$ cat src/rtl/ioctl_sdram_reader_if.sv
// Bus bundle between hps_io upload side, the reader and sdram ch0.
// slave = the reader; master = the surrounding system.
interface ioctl_sdram_reader_if;
  logic        ioctl_upload;
  logic        ioctl_rd;
  logic [26:0] ioctl_addr;
  logic [7:0]  ioctl_din;
  logic        ioctl_wait;
  logic [24:0] ch_addr;
  logic        ch_rd;
  logic        ch_busy;
  logic [7:0]  ch_dout;
  logic        refresh;

  modport slave (
    input  ioctl_upload,
    input  ioctl_rd,
    input  ioctl_addr,
    output ioctl_din,
    output ioctl_wait,
    output ch_addr,
    output ch_rd,
    input  ch_busy,
    input  ch_dout,
    output refresh
  );

  modport master (
    output ioctl_upload,
    output ioctl_rd,
    output ioctl_addr,
    input  ioctl_din,
    input  ioctl_wait,
    input  ch_addr,
    input  ch_rd,
    output ch_busy,
    output ch_dout,
    input  refresh
  );
endinterface

$ cat src/rtl/ioctl_sdram_reader.sv
// HPS upload reader: byte reads from SDRAM ch0 with a one-byte
// sequential prefetch; refresh is requested whenever idle.
module ioctl_sdram_reader #(
  parameter logic [24:0] BASE_ADDR   = 25'h0000000,
  parameter logic [26:0] UPLOAD_SIZE = 27'd768,
  parameter bit          PREFETCH    = 1'b1
) (
  input logic                  clk_sys,
  input logic                  reset,
  ioctl_sdram_reader_if.slave  io
);
  localparam logic [2:0] IDLE     = 3'd0;
  localparam logic [2:0] ISSUE    = 3'd1;
  localparam logic [2:0] ARM      = 3'd2;
  localparam logic [2:0] WAIT     = 3'd3;
  localparam logic [2:0] PF_ISSUE = 3'd4;
  localparam logic [2:0] PF_ARM   = 3'd5;
  localparam logic [2:0] PF_WAIT  = 3'd6;

  logic [2:0]  state_q, state_d;
  logic [7:0]  din_q, din_d;
  logic        wait_q, wait_d;
  logic [24:0] ch_addr_q, ch_addr_d;
  logic [26:0] req_q, req_d;
  logic        pf_valid_q, pf_valid_d;
  logic [26:0] pf_addr_q, pf_addr_d;
  logic [7:0]  pf_data_q, pf_data_d;
  logic        pend_q, pend_d;
  logic [26:0] pend_addr_q, pend_addr_d;

  logic        strobe;
  logic        pv;
  logic [26:0] pa;
  logic [26:0] a_nxt, req_nxt, pa_nxt;

  function automatic logic [24:0] map(input logic [24:0] a);
    return BASE_ADDR + a;
  endfunction

  assign strobe  = io.ioctl_upload && io.ioctl_rd;
  assign a_nxt   = io.ioctl_addr + 27'd1;
  assign req_nxt = req_q + 27'd1;
  // A strobe landing in the completing cycle counts as pending
  assign pv      = io.ioctl_upload && (pend_q || strobe);
  assign pa      = pend_q ? pend_addr_q : io.ioctl_addr;
  assign pa_nxt  = pa + 27'd1;

  always_comb begin
    state_d     = state_q;
    din_d       = din_q;
    wait_d      = wait_q;
    ch_addr_d   = ch_addr_q;
    req_d       = req_q;
    pf_valid_d  = pf_valid_q;
    pf_addr_d   = pf_addr_q;
    pf_data_d   = pf_data_q;
    pend_d      = pend_q;
    pend_addr_d = pend_addr_q;
    case (state_q)
      IDLE: begin
        if (strobe) begin
          if (io.ioctl_addr >= UPLOAD_SIZE) begin
            din_d = 8'hFF;
          end else if (pf_valid_q
                       && io.ioctl_addr == pf_addr_q) begin
            din_d = pf_data_q;
            if (PREFETCH && a_nxt < UPLOAD_SIZE) begin
              req_d     = a_nxt;
              ch_addr_d = map(a_nxt[24:0]);
              state_d   = PF_ISSUE;
            end
          end else begin
            wait_d    = 1'b1;
            req_d     = io.ioctl_addr;
            ch_addr_d = map(io.ioctl_addr[24:0]);
            state_d   = ISSUE;
          end
        end
      end
      ISSUE: if (!io.ch_busy) state_d = ARM;
      ARM:   state_d = WAIT;
      WAIT: begin
        if (!io.ch_busy) begin
          din_d  = io.ch_dout;
          wait_d = 1'b0;
          if (PREFETCH && io.ioctl_upload
              && req_nxt < UPLOAD_SIZE) begin
            req_d     = req_nxt;
            ch_addr_d = map(req_nxt[24:0]);
            state_d   = PF_ISSUE;
          end else begin
            state_d = IDLE;
          end
        end
      end
      PF_ISSUE, PF_ARM, PF_WAIT: begin
        if (strobe && !pend_q) begin
          pend_d      = 1'b1;
          pend_addr_d = io.ioctl_addr;
          wait_d      = 1'b1;
        end
        if (state_q == PF_ISSUE && !io.ch_busy)
          state_d = PF_ARM;
        if (state_q == PF_ARM)
          state_d = PF_WAIT;
        if (state_q == PF_WAIT && !io.ch_busy) begin
          pf_data_d  = io.ch_dout;
          pf_addr_d  = req_q;
          pf_valid_d = 1'b1;
          state_d    = IDLE;
          if (pv) begin
            pend_d = 1'b0;
            if (pa >= UPLOAD_SIZE) begin
              din_d  = 8'hFF;
              wait_d = 1'b0;
            end else if (pa == req_q) begin
              din_d  = io.ch_dout;
              wait_d = 1'b0;
              if (pa_nxt < UPLOAD_SIZE) begin
                req_d     = pa_nxt;
                ch_addr_d = map(pa_nxt[24:0]);
                state_d   = PF_ISSUE;
              end
            end else begin
              wait_d    = 1'b1;
              req_d     = pa;
              ch_addr_d = map(pa[24:0]);
              state_d   = ISSUE;
            end
          end
        end
      end
      default: state_d = IDLE;
    endcase
    if (!io.ioctl_upload) begin
      pf_valid_d = 1'b0;
      pend_d     = 1'b0;
      if (pend_q) wait_d = 1'b0;
    end
  end

  always_ff @(posedge clk_sys) begin
    if (reset) begin
      state_q     <= IDLE;
      din_q       <= 8'h00;
      wait_q      <= 1'b0;
      ch_addr_q   <= BASE_ADDR;
      req_q       <= '0;
      pf_valid_q  <= 1'b0;
      pf_addr_q   <= '0;
      pf_data_q   <= 8'h00;
      pend_q      <= 1'b0;
      pend_addr_q <= '0;
    end else begin
      state_q     <= state_d;
      din_q       <= din_d;
      wait_q      <= wait_d;
      ch_addr_q   <= ch_addr_d;
      req_q       <= req_d;
      pf_valid_q  <= pf_valid_d;
      pf_addr_q   <= pf_addr_d;
      pf_data_q   <= pf_data_d;
      pend_q      <= pend_d;
      pend_addr_q <= pend_addr_d;
    end
  end

  assign io.ioctl_din  = din_q;
  assign io.ioctl_wait = wait_q;
  assign io.ch_addr    = ch_addr_q;
  assign io.ch_rd      = (state_q == ISSUE || state_q == PF_ISSUE)
                         && !io.ch_busy;
  assign io.refresh    = (state_q == IDLE);
endmodule
$ cat src/flat_wrapper.sv
// flat-port wrapper written by rule: the top's interface ports become plain ports
module ioctl_sdram_reader_flat 
#(
  parameter logic [24:0] BASE_ADDR   = 25'h0000000,
  parameter logic [26:0] UPLOAD_SIZE = 27'd768,
  parameter bit          PREFETCH    = 1'b1
)
  (clk_sys, reset, io_ioctl_upload, io_ioctl_rd, io_ioctl_addr, io_ioctl_din, io_ioctl_wait, io_ch_addr, io_ch_rd, io_ch_busy, io_ch_dout, io_refresh);
  ioctl_sdram_reader_if io_i ();
  input logic clk_sys;
  input logic reset;
  input wire logic [$bits(io_i.ioctl_upload)-1:0] io_ioctl_upload;
  input wire logic [$bits(io_i.ioctl_rd)-1:0] io_ioctl_rd;
  input wire logic [$bits(io_i.ioctl_addr)-1:0] io_ioctl_addr;
  output wire logic [$bits(io_i.ioctl_din)-1:0] io_ioctl_din;
  output wire logic [$bits(io_i.ioctl_wait)-1:0] io_ioctl_wait;
  output wire logic [$bits(io_i.ch_addr)-1:0] io_ch_addr;
  output wire logic [$bits(io_i.ch_rd)-1:0] io_ch_rd;
  input wire logic [$bits(io_i.ch_busy)-1:0] io_ch_busy;
  input wire logic [$bits(io_i.ch_dout)-1:0] io_ch_dout;
  output wire logic [$bits(io_i.refresh)-1:0] io_refresh;
  assign io_i.ioctl_upload = io_ioctl_upload;
  assign io_i.ioctl_rd = io_ioctl_rd;
  assign io_i.ioctl_addr = io_ioctl_addr;
  assign io_ioctl_din = io_i.ioctl_din;
  assign io_ioctl_wait = io_i.ioctl_wait;
  assign io_ch_addr = io_i.ch_addr;
  assign io_ch_rd = io_i.ch_rd;
  assign io_i.ch_busy = io_ch_busy;
  assign io_i.ch_dout = io_ch_dout;
  assign io_refresh = io_i.refresh;
  ioctl_sdram_reader #(.BASE_ADDR(BASE_ADDR), .UPLOAD_SIZE(UPLOAD_SIZE), .PREFETCH(PREFETCH)) u_core (.clk_sys(clk_sys), .reset(reset), .io(io_i));
endmodule
$ cat config.mk
export PLATFORM = sky130hd
export DESIGN_NAME = ioctl_sdram_reader_flat
export DESIGN_NICKNAME = d
export VERILOG_FILES = /design/src/rtl/ioctl_sdram_reader_if.sv /design/src/rtl/ioctl_sdram_reader.sv /design/src/flat_wrapper.sv
export SDC_FILE = /design/constraint.sdc
export NUM_CORES = 1
export LEC_CHECK = 0
export BUFFER_PORTS_ARGS = -buffer_cell sky130_fd_sc_hd__buf_2
export CAP_MARGIN = 10
export CORE_UTILIZATION = 44
export CTS_CLUSTER_DIAMETER = 100
export CTS_CLUSTER_SIZE = 8
export DETAILED_ROUTE_END_ITERATION = 10
export GPL_ROUTABILITY_DRIVEN = 0
export PLACE_DENSITY = 0.64
export SETUP_SLACK_MARGIN = 0.05
export SLEW_MARGIN = 30
export SYNTH_ARGS = -nofsm -noshare
export SYNTH_HDL_FRONTEND = slang
export SYNTH_SLANG_ARGS = --single-unit
$ cat constraint.sdc
create_clock -name clk_sys -period 3.7 [get_ports clk_sys]
set_input_delay 0.74 -clock clk_sys [delete_from_list [all_inputs] [get_ports clk_sys]]
set_output_delay 0.74 -clock clk_sys [all_outputs]
set_load 0.02 [all_outputs]
### Word level (Yosys, flattened, before mapping)

Index checks and enable logic that the tools add are counted.

* $add $sub $neg: 3
* $lt $le $gt $ge: 5
* eq/ne operators: 21
* multiplexer cells: 64
* bitwise logic cells: 1
* reduce and logical (&&, ||, !) cells: 21

Operators with widths (number)
* $mux 27: 12
* $mux 25: 11
* $add 27x1->27 const B: 3
* $lt 27x10->1 const B: 3
* $pmux 27 s3: 1
* $pmux 25 s3: 1
* $mux 8: 8
* $eq 27x27->1: 2
* $ge 27x10->1 const B: 2
* $mux 3: 14
* $pmux 8 s3: 1
* $pmux 3 s5: 1
* $mux 1: 14
* $reduce_and 10->1: 1
* $eq 3x3->1 const B: 3
* $logic_and 1x1->1: 8
* $ne 2x1->1 const B: 4
* $ne 2x2->1 const B: 4
* $reduce_and 7->1: 1
* $eq 3x2->1 const B: 2
* $ne 3x1->1 const B: 2
* $ne 3x3->1 const B: 2
* $reduce_and 6->1: 1
* $ne 4x1->1 const B: 1
* 10 further kinds: 13

* register bits after elaboration: 128
* bits of input ports: 40
* output and inout bits: 36
* word-level logic and storage cells: 125

### Depth between registers and ports, before layout

Gate-level depths: netlist of the first run.

* word-level depth: 9
* mapped depth: 16
* depth with buffers taken out: 12

### Worst setup path after synthesis of the first run

No wires, ideal clock.

* path type: in2reg
* from: in io_ioctl_addr[8]
* to: reg u_core.req_q[2]
* setup time: 116 ps
* data arrival time: 3204 ps
* required time: 3584 ps
* setup slack: 379 ps
* stages on the path: 10
* buffers on the path: 1
* path through: buf_2 nand2_1 o32ai_1 nand4_1 nor4b_1 o22ai_1 nor4_4 a31oi_2 or4_1 o211a_1

* cells in the longest elaborated chain, start to end: 7
* elaborated cells between the ends (all ways): 23
* those cells by class: add/sub: 2; order compare: 4; eq/ne: 6; mux: 9; reduce/logical: 2

Ends and longest elaborated chain
* start, declared: line flat_wrapper.sv:14 `input wire logic [$bits(io_i.ioctl_addr)-1:0] io_ioctl_addr;`
* parallel branches: the longest is 7 deep, another holds $add 27x1->27
* end signal, assigned: line ioctl_sdram_reader.sv:159 `req_q <= req_d;`
* end, declared: line ioctl_sdram_reader.sv:24 `logic [26:0] req_q, req_d;`

Several ways; the timed one is not identified. The select of a mux whose other input is x is not followed.
A chain may end at the register's enable or synchronous reset.

### Final worst setup path of the first run

* from: reg u_core.req_q[5]
* to: reg u_core.req_q[6]

* cells in the longest elaborated chain, start to end: 6
* elaborated cells between the ends (all ways): 14
* those cells by class: add/sub: 1; order compare: 1; eq/ne: 3; mux: 7; reduce/logical: 2

Ends and longest elaborated chain
* parallel branches: the longest is 6 deep, another holds $add 27x1->27

Several ways; the timed one is not identified. The select of a mux whose other input is x is not followed.

==> metrics.md, run 1 <==
| Metric | Value |
|---|---|
| Worst Setup End Kind | `flop` |
| Slowest cell on the critical path | `or4_4` |
| Synth Flop Type | `dfxtp_1` |
| Die Ht | `131 µm` |
| DIE AREA | `roughly 17000 µm²` |
| Cell count along the critical path | `9` |
| Port Buf Inserts | `75` |
| FILL cells | `between 1500 and 2000` |
| Final worst slack | `approximately 0.32 ns` |
| Final wirelength | `between 20000 and 25000 µm` |
| Min Hold Slack | `0.459 ns` |
| Crit Path Category | `reg2reg` |
| Vias/cell | `~5.8` |
| Final Setup Violations | `0` |
| Reg2reg start | `u_core.req_q[5]` |
| Fin. max-slew vios | `0` |
| Yosys cell types | `90` |
| Area Growth Syn to Fin | `12.4%` |
| Rows | `between 40 and 50` |
| Max clock buf depth | `2` |
| Worst path buffer plus inverter count | `0` |
| Max Cap Violations | `0` |
| Relative slew slack | `roughly 55%` |
| Total GRT Usage | `between 20 and 30%` |
| Static leakage | `2.92 nW` |
| Pwr dens | `roughly 290 nW/µm²` |
| Wire per inst | `18.8 µm` |
| Hold path cells | `2` |
| TritonCTS buffer count | `9` |
| HPWL Detailed | `roughly 17000 µm` |
| Syn. warnings | `0` |
| Root Driver | `clkbuf_16` |
| Syn_area_per_cell | `7.85 µm²` |
| Nets@finish | `1029` |
| # H-tree levels | `3` |
| DRC Markers | `0` |
| Place WS | `0.0127 ns` |
| Via count | `about 7000` |
| DR pass1 iterations | `5` |
| Core area | `roughly 16000 µm²` |
| CP peak stage delay | `~0.58 ns` |
| Worst EP arrival | `between 3 and 4 ns` |
| Initial antenna violation count | `0` |
| Synth Instances | `slightly above 900` |
| Hold Vio Cnt, Final | `0` |
| Fmax | `~0.3 GHz` |
| Crit path time final | `around 3.4 ns` |
| 1st-iter DRT viols | `slightly above 500` |
| Clk sink count | `103` |
| Synth area leader | `dfxtp_1` |
| Fin cells | `1205` |
| CTS Hold Buffers Added | `0` |
| Hold Path End | `u_core.pf_data_q[1]` |
| Most common cell after layout, fill and taps aside | `nand2_1` |
| Async S/R FF share, synth | `0%` |
| I/O Pins | `76` |
| Initial core utilization | `around 45%` |
| Worst Path Max Fanout | `8` |
| Setup Skew | `between 0.009 and 0.01 ns` |
| Register area share after synthesis | `28.3%` |
| Worst-margin pin slew | `0.677 ns` |
| Hold/Removal Path Class | `reg2reg` |
| Syn Std Cell Area | `7280 µm²` |
| Largest net degree at the start of global routing | `58` |
| Fin crit share | `about nine tenths` |
| Worst VDD drop | `0.000279 V` |
| Reg2reg path depth | `9` |
| Worst-Skew Late Latency | `between 0.3 and 0.4 ns` |
| CTS tree | `yes` |
| Synth area leaders | `dfxtp_1, xnor2_1, nand2_1` |
| Worst-path clk slew | `roughly 0.08 ns` |
| Syn nets | `roughly 970` |
| Total gr overflow | `0` |
| Setup TNS | `0 ns` |
| Share of cells above drive strength 1 | `21.3%` |
| Worst R2R End | `u_core.req_q[6]` |
| Crit-path cells | `nand4_1, nor2_1, and4_1, nand3_1, a21oi_1, a31oi_1, or4_4, or4_1, o211a_1` |
| Reg2reg setup slack | `about 0.32 ns` |
| Hold path start | `u_core.pf_data_q[1]` |
| Antenna Cells | `0` |
| Worst EP required | `3.96 ns` |
| First-pass GRT wire length | `35200 µm` |
| Commonest non-fill, non-tap cells in the layout | `nand2_1, dfxtp_1, xnor2_1, a21oi_1, buf_2` |
| Outcome | `completed` |
| Vias in the first global route | `roughly 6400` |
| Largest delay share family, worst path | `simple AND/OR/NAND/NOR gates` |
| Post-route ant nets | `0` |
| RSZ-0062 raised after global routing | `false` |
| #FFs+latches synth | `103` |
| Critical path launch point type | `flop` |
| Die W | `about 130 µm` |
| Post-synth EDFFs | `0` |
| Placed insts | `1187` |
| Synth top area share | `28.3%` |
## state kept, by name, indices dropped and copies added, names as in the netlist
| register | flops |
|---|---|
| u_core.pend_addr_q | 27 |
| u_core.pf_addr_q | 27 |
| u_core.req_q | 27 |
| u_core.io.ioctl_din | 8 |
| u_core.pf_data_q | 8 |
| u_core.state_q | 3 |
| u_core.io.ioctl_wait | 1 |
| u_core.pend_q | 1 |
| u_core.pf_valid_q | 1 |
## metrics by stage
| stage | power [W] | util [%] | cell area (µm²) |
|---|---|---|---|
| after floorplan | 0.00130 | - | 7280 |
| after global placement | 0.00140 | 49.0 | 7840 |
| after detailed placement | 0.00140 | 49.0 | 7840 |
| after CTS | 0.00236 | 50.8 | 8130 |
| after global routing | 0.00244 | 51.1 | 8180 |
| final | 0.00235 | 51.1 | 8180 |
## repair_timing
| item | in CTS | in global routing |
|---|---|---|
| gates resized for setup | 0 | 4 |
| buffers inserted | 0 | 2 |
| setup endpoints to repair | 0 | 28 |
## synthesized netlist by cell type (all sizes together) (5+ instances only)
cell    number
a31oi        6
or4          5
o21a         5
o211ai       5
o31a         5
o31ai        5
o22ai        7
dfxtp      103
a22oi        5
ha           5
and3         6
o21ai       26
a211oi       5
mux2i       39
and2         7
clkbuf      41
nand3       29
a21oi       75
nand4       24
inv         12
nand3b       5
o211a        5
mux2        10
nand2      170
or2          8
xor2        10
or3         10
nor4        21
buf         47
xnor2       76
nor3        30
nor3b       18
nor2        57
## report_power, final
part	leakage [nW]	internal (W)	switching (W)
combinational	1.95	0.000104	0.000164
sequential	0.832	0.00111	0.00000276
clock	0.137	0.000472	0.000492
total	2.92	0.00169	0.000659
## routing by layer
metal  wire length, µm  GRT usage, %  vias to the layer above
li1                  -             -                     3377
met1             10100          35.9                     3322
met2             10600          45.3                      255
met3              1370          5.50                       42
met4               584          7.98                        0
met5                 0             0                        -
## tightest hold or removal path: stages, from the launching register on
cell	delay (ns)
dfxtp_1	0.31
nand2_1	0.05
a21oi_1	0.05
## cell families (layout without fill, tap and decap cells)
family	count (synthesis)	count (layout)	synth area share [%]
AND/OR/NAND/NOR	407	407	28.8
multiplexers	49	49	7.39
AO/OA/AOI/OAI	175	175	16.1
buffers and inverters	102	164	8.19
flip-flops	103	103	28.3
XOR/XNOR	86	86	10.4
adder cells (fa/ha/maj)	5	5	0.860
## cell type report
class                           count  area, µm²  area share [%]
Multi-Input combinational cell    722       4650            56.9
Sequential cell                   103       2070            25.3
Timing Repair Buffer              134        846            10.3
Tap cell                          216        270            3.30
Clock buffer                        9        225            2.75
Clock inverter                      7       65.1           0.796
Inverter                           14       52.6           0.643
## worst max-delay path by stage
| stage | slack, ns | startpoint | endpoint |
|---|---|---|---|
| final | 0.32 | u_core.req_q[5] | u_core.req_q[6] |
| after floorplan | 0.38 | io_ioctl_addr[8] | u_core.req_q[2] |
| after detailed placement | 0.01 | io_ioctl_addr[0] | u_core.req_q[12] |
| after global placement | 0.09 | u_core.pend_q | u_core.req_q[4] |
| after CTS | 0.09 | u_core.pend_q | u_core.req_q[12] |
| after global routing | 0.06 | u_core.pend_q | u_core.req_q[12] |
Note: power is estimated with default switching activity, not from simulation.
==> run 2, diff against run 1 <==
==> constraint.sdc (replaced) <==
create_clock -name clk_sys -period 3.7 [get_ports clk_sys]
set_input_delay 0.74 -clock clk_sys [delete_from_list [all_inputs] [get_ports clk_sys]]
set_output_delay 0.74 -clock clk_sys [all_outputs]
set_load 0.1 [all_outputs]
==> metrics.md, run 2 (same netlist as run 1, synthesis figures left out) <==
| Metric | Value |
|---|---|
| Grt met1 use | `36.5% (+0.66 points)` |
| Fin crit share | `92.2% (+0.74 points)` |
| Hold Vio Cnt, Final | `0 (unchanged)` |
| Nets@finish | `1031 (+0.19%)` |
| DRC Markers | `0 (unchanged)` |
| Crit-path cells | `ha_1, nand4_1, nor4_4, nand4_1, mux2i_1, and4_1, a31oi_1, or4_4, or4_1, o211a_1` |
| Worst path buffer plus inverter count | `0 (unchanged)` |
| Fin. max-slew vios | `0 (unchanged)` |
| Commonest non-fill, non-tap cells in the layout | `nand2_1, dfxtp_1, xnor2_1, a21oi_1, buf_2` |
| TritonCTS buffer count | `9 (unchanged)` |
| Relative slew slack | `53.4% (-1.3 points)` |
| Initial core utilization | `45.5% (unchanged)` |
| Met3 Use GR | `4.60% (-0.90 points)` |
| Outcome | `completed` |
| RSZ-0062 raised after global routing | `false` |
| Worst-margin pin slew | `0.697 ns (+0.0193 ns)` |
| DR pass1 iterations | `5 (unchanged)` |
| Util after Layout | `51.0% (-0.078 points)` |
| Slowest cell on the critical path | `or4_4` |
| Area Growth Syn to Fin | `12.2%` |
| Vias/cell | `5.80 (-0.18%)` |
| Met2 usage | `44.8% (-0.47 points)` |
| Largest delay share family, worst path | `simple AND/OR/NAND/NOR gates` |
| Total gr overflow | `0 (unchanged)` |
| Total GRT Usage | `27.5% (+0.20 points)` |
| Final Setup Violations | `0 (unchanged)` |
| Worst EP required | `3.96 ns (about the same)` |
| Post-route ant nets | `0 (unchanged)` |
| Worst Path Max Fanout | `8 (unchanged)` |
| Die Ht | `131 µm (unchanged)` |
| Place WS | `0.104 ns (+0.0910 ns)` |
| Worst Setup End Kind | `flop` |
| Rows | `46 (unchanged)` |
| Max clock buf depth | `2 (unchanged)` |
| Biggest regs | `u_core.pend_addr_q: 27 flops, u_core.pf_addr_q: 27 flops, u_core.req_q: 27 flops` |
| Setup TNS | `0 ns (unchanged)` |
| Setup Skew | `0.00830 ns (-0.00126 ns)` |
| Most common cell after layout, fill and taps aside | `nand2_1` |
| Fmax | `0.293 GHz (-0.80%)` |
| Critical path launch point type | `flop` |
| Worst-Skew Late Latency | `0.36 ns (about the same)` |
| Total Power | `0.00235 W (about the same)` |
| GRT Max-Usage Layer | `met2` |
| DIE AREA | `17100 µm² (unchanged)` |
| Reg2reg setup slack | `0.29 ns (-0.03 ns)` |
| 1st-iter DRT viols | `592 (+14%)` |
| Worst EP arrival | `3.67 ns (+0.02 ns)` |
| Via count | `6995 (-0.014%)` |
| CP peak stage delay | `0.58 ns (about the same)` |
| Root Driver | `clkbuf_16` |
| Antenna Cells | `0 (unchanged)` |
| # H-tree levels | `3 (unchanged)` |
| Crit path time final | `3.41 ns (+0.0273 ns)` |
| Min Hold Slack | `0.461 ns (+0.00233 ns)` |
| Die W | `131 µm (unchanged)` |
| Core area | `16000 µm² (unchanged)` |
| Clk sink count | `103 (unchanged)` |
| CTS tree | `yes` |
| Pwr dens | `287 nW/µm² (+0.14%)` |
| Hold/Removal Path Class | `reg2reg` |
| Max Cap Violations | `0 (unchanged)` |
| Final worst slack | `0.290 ns (-0.0273 ns)` |
| Share of cells above drive strength 1 | `21.3% (-0.043 points)` |
| Largest net degree at the start of global routing | `53 (-8.6%)` |
| Worst VDD drop | `0.000280 V (+0.37%)` |
| Port Buf Inserts | `75 (unchanged)` |
| Crit path top cell by count | `nand4_1` |
| Post-CTS Setup Inserts | `0 (unchanged)` |
| First-pass GRT wire length | `35400 µm (+0.57%)` |
| Vias in the first global route | `6325 (-0.88%)` |
| Crit Path Category | `reg2reg` |
| Wire per inst | `18.9 µm (+0.32%)` |
| HPWL Detailed | `17000 µm (-0.33%)` |
| Initial antenna violation count | `0 (unchanged)` |
| I/O Pins | `76 (unchanged)` |
| Worst-path clk slew | `0.08 ns (about the same)` |
| Final wirelength | `22800 µm (+0.49%)` |
| Static leakage | `2.92 nW (about the same)` |
## run 2: changes by cell type in the layout (fill, tap and decap cells not counted), sizes merged
cell and change:
buf +2, clkbuf +2, clkinvlp -2
## run 2: cell type report
cell class	instances	area (µm²)
tap	216	270
timing repair buffer	136	861
clock buffer	11	233
fill	1616	7840
sequential	103	2070
multi-input combinational	722	4640
inverter	14	52.6
clock inverter	5	40.0
## run 2: stage by stage
stage               instances  instance area [µm²]
floorplan                 927                 7280
detailed placement       1191                 7880
finish                   1207                 8170
global placement         1191                 7880
CTS                      1207                 8150
global route             1207                 8170
## run 2: worst min-delay path: stages (launching register included)
cell,delay (ns)
dfxtp_1,0.31
nand2_1,0.05
a21oi_1,0.05
## run 2: what timing repair did
| item | 4_1_cts | 5_1_grt |
|---|---|---|
| hold buffers | 0 | 0 |
| setup endpoints to repair | 0 | 13 |
| gates resized for setup | 0 | 2 |
## run 2: layer usage
layer	vias up	routed length [µm]
met4	0	610
met1	3287	9970
li1	3368	-
met5	-	0
met3	52	1530
met2	288	10700
## run 2: worst paths after layout
path / from / end / cells after the start
worst max-delay path: u_core.req_q[1] / u_core.req_q[6] / 10
worst min-delay path: u_core.pf_data_q[7] / u_core.pf_data_q[7] / 2
worst max register to register: u_core.req_q[1] / u_core.req_q[6] / 10
worst min register to register: u_core.pf_data_q[7] / u_core.pf_data_q[7] / 2
## run 2: power breakdown
group          internal, W  switching (W)  total, W
sequential         0.00111     0.00000260   0.00112
combinational     0.000105       0.000201  0.000306
clock             0.000465       0.000460  0.000925
==> run 3, diff against run 2 <==
--- a/config.mk
+++ b/config.mk
@@ -8,4 +8,6 @@
 export BUFFER_PORTS_ARGS = -buffer_cell sky130_fd_sc_hd__buf_2
 export CAP_MARGIN = 10
+export CELL_PAD_IN_SITES_DETAIL_PLACEMENT = 1
+export CELL_PAD_IN_SITES_GLOBAL_PLACEMENT = 1
 export CORE_UTILIZATION = 44
 export CTS_CLUSTER_DIAMETER = 100
@@ -13,5 +15,5 @@
 export DETAILED_ROUTE_END_ITERATION = 10
 export GPL_ROUTABILITY_DRIVEN = 0
-export PLACE_DENSITY = 0.64
+export PLACE_DENSITY = 0.81
 export SETUP_SLACK_MARGIN = 0.05
 export SLEW_MARGIN = 30
==> constraint.sdc (replaced) <==
create_clock -name clk_sys -period 3.7 [get_ports clk_sys]
set_input_delay 0.37 -clock clk_sys [delete_from_list [all_inputs] [get_ports clk_sys]]
set_output_delay 0.37 -clock clk_sys [all_outputs]
set_load 0.1 [all_outputs]
==> metrics.md, run 3 (same netlist as run 1, synthesis figures left out) <==
| Metric | Value |
|---|---|
| Outcome | `completed` |
| Port Buf Inserts | `75 (unchanged)` |
| Util after Layout | `50.6% (-0.44 points)` |
| Worst VDD drop | `0.000241 V (-14%)` |
| Share of cells above drive strength 1 | `20.3% (-0.94 points)` |
| Hold Vio Cnt, Final | `0 (unchanged)` |
| Worst EP arrival | `3.76 ns (+0.09 ns)` |
| Nets@finish | `1018 (-1.3%)` |
| Rows | `46 (unchanged)` |
| Core area | `16000 µm² (unchanged)` |
| Fmax | `0.286 GHz (-2.5%)` |
| Slowest cell on the critical path | `or4_1` |
| Worst-margin pin slew | `0.658 ns (-0.0384 ns)` |
| CTS tree | `yes` |
| Worst Setup End Kind | `flop` |
| Crit path time final | `3.50 ns (+0.0861 ns)` |
| Initial core utilization | `45.5% (unchanged)` |
| Via count | `7187 (+2.7%)` |
| CTS Hold Buffers Added | `0 (unchanged)` |
| Static leakage | `2.89 nW (-1.0%)` |
| Vias in the first global route | `6877 (+8.7%)` |
| Critical path launch point type | `flop` |
| Initial antenna violation count | `1 (+1)` |
| Setup TNS | `0 ns (unchanged)` |
| Crit path top cell by count | `buf_4` |
| FILL cells | `2046 (+27%)` |
| Worst EP required | `3.96 ns (about the same)` |
| Biggest regs | `u_core.pend_addr_q: 27 flops, u_core.pf_addr_q: 27 flops, u_core.req_q: 27 flops` |
| Post-route ant nets | `0 (unchanged)` |
| Setup Skew | `0.0134 ns (+0.00506 ns)` |
| DR pass1 iterations | `5 (unchanged)` |
| Vias/cell | `6.01 (+3.8%)` |
| Fin crit share | `94.5% (+2.3 points)` |
| Fin. max-slew vios | `0 (unchanged)` |
| 1st-iter DRT viols | `602 (+1.7%)` |
| CP peak stage delay | `0.56 ns (-0.02 ns)` |
| RSZ-0062 raised after global routing | `false` |
| Worst-Skew Late Latency | `0.37 ns (about the same)` |
| Most common cell after layout, fill and taps aside | `nand2_1` |
| DIE AREA | `17100 µm² (unchanged)` |
| Root Driver | `clkbuf_16` |
| Largest net degree at the start of global routing | `54 (+1.9%)` |
| Placed instance area | `7690 µm² (-2.3%)` |
| HPWL Detailed | `18800 µm (+10%)` |
| I/O Pins | `76 (unchanged)` |
| Max Cap Violations | `0 (unchanged)` |
| Relative slew slack | `54.9% (+1.5 points)` |
| Max clock buf depth | `2 (unchanged)` |
| Total GRT Usage | `30.0% (+2.5 points)` |
| Largest delay share family, worst path | `simple AND/OR/NAND/NOR gates` |
| Die Ht | `131 µm (unchanged)` |
| DRC Markers | `0 (unchanged)` |
| Final Setup Violations | `0 (unchanged)` |
| Pwr dens | `302 nW/µm² (+5.1%)` |
| Die W | `131 µm (unchanged)` |
| Worst Path Max Fanout | `16 (+8)` |
| Hold/Removal Path Class | `in2reg` |
| Final wirelength | `25500 µm (+12%)` |
| Worst path buffer plus inverter count | `3 (+3)` |
| Area of the multi-input gates | `4660 µm² (+0.32%)` |
| Crit-path cells | `buf_4, nand3_1, a22oi_2, buf_4, nand4_1, buf_4, o31a_1, nor4_4, a31oi_4, or4_1, o211a_1` |
| Clk sink count | `103 (unchanged)` |
| TritonCTS buffer count | `9 (unchanged)` |
| # H-tree levels | `3 (unchanged)` |
| Commonest non-fill, non-tap cells in the layout | `nand2_1, dfxtp_1, xnor2_1, a21oi_1, buf_2` |
| First-pass GRT wire length | `38500 µm (+8.8%)` |
| Wire per inst | `21.4 µm (+13%)` |
| Register area | `2070 µm² (unchanged)` |
| Total gr overflow | `0 (unchanged)` |
| Area Growth Syn to Fin | `11.3%` |
| Cell area after layout | `8100 µm² (-0.86%)` |
| Crit Path Category | `reg2reg` |
| Worst-path clk slew | `0.08 ns (about the same)` |
==> run 3: changes by cell type in the layout (fill, tap and decap cells not counted), sizes merged <==
cell    delta
bufinv     +1
clkbuf     -1
diode      +1
buf       -13
inv        -1
clkinv     +1
==> run 3: routing by layer <==
layer | wire length, µm | GRT usage (%) | part of all wire, % | vias up
met5 | 0 | 0 | 0 | -
met4 | 915 | 12.7 | 3.6 | 0
met3 | 1430 | 4.36 | 5.6 | 63
met2 | 12200 | 50.8 | 48 | 231
met1 | 11000 | 38.1 | 43 | 3555
li1 | - | - | - | 3338
==> run 3: final cells by class <==
class	instances	share of cell area (%)
diodes	1	0.0309
flip-flops and latches	103	25.5
multi-input cells	722	57.5
clock inverters	6	0.974
inverters	14	0.649
well taps	216	3.34
repair buffers	123	9.12
clock buffers	10	2.83
==> run 3: per-stage QoR <==
| step | instances | hold WS [ns] | total power [W] | setup WS (ns) |
|---|---|---|---|---|
| 2_1_floorplan | 927 | 0.437 | 0.00133 | 0.403 |
| 3_3_place_gp | 1170 | 0.445 | 0.00143 | 0.0658 |
| 3_5_place_dp | 1170 | 0.452 | 0.00143 | -0.0259 |
| 4_1_cts | 1186 | 0.245 | 0.00245 | 0.0933 |
| 5_1_grt | 1194 | 0.267 | 0.00252 | 0.0760 |
| 6_report | 1195 | 0.255 | 0.00245 | 0.204 |
==> run 3: final timing paths <==
kind / slack (ns) / cells after the start / end / start
worst max-delay path: 0.20 / 11 / u_core.req_q[2] / u_core.pend_q
worst min-delay path: 0.25 / 3 / u_core.pf_data_q[3] / io_ch_dout[3]
worst min register to register: 0.46 / 2 / u_core.pf_data_q[4] / u_core.pf_data_q[4]
worst max register to register: 0.20 / 11 / u_core.req_q[2] / u_core.pend_q
==> run 3: worst register-to-register path: stages, from the launching register on <==
cell	delay [ns]
dfxtp_4	0.48
buf_4	0.23
nand3_1	0.11
a22oi_2	0.33
buf_4	0.19
nand4_1	0.26
buf_4	0.26
o31a_1	0.28
nor4_4	0.37
a31oi_4	0.19
or4_1	0.56
o211a_1	0.14
==> run 3: where the power goes <==
group | internal [W] | leakage (nW) | switching [W]
Sequential | 0.00111 | 0.832 | 0.00000256
Combinational | 0.0000920 | 1.90 | 0.000208
Clock | 0.000540 | 0.151 | 0.000490
Total | 0.00174 | 2.89 | 0.000701
==> run 3: timing repair <==
action,CTS,global route
setup endpoints to repair,20,22
pin swaps,0,5
buffers inserted,0,8
gates resized for setup,1,4
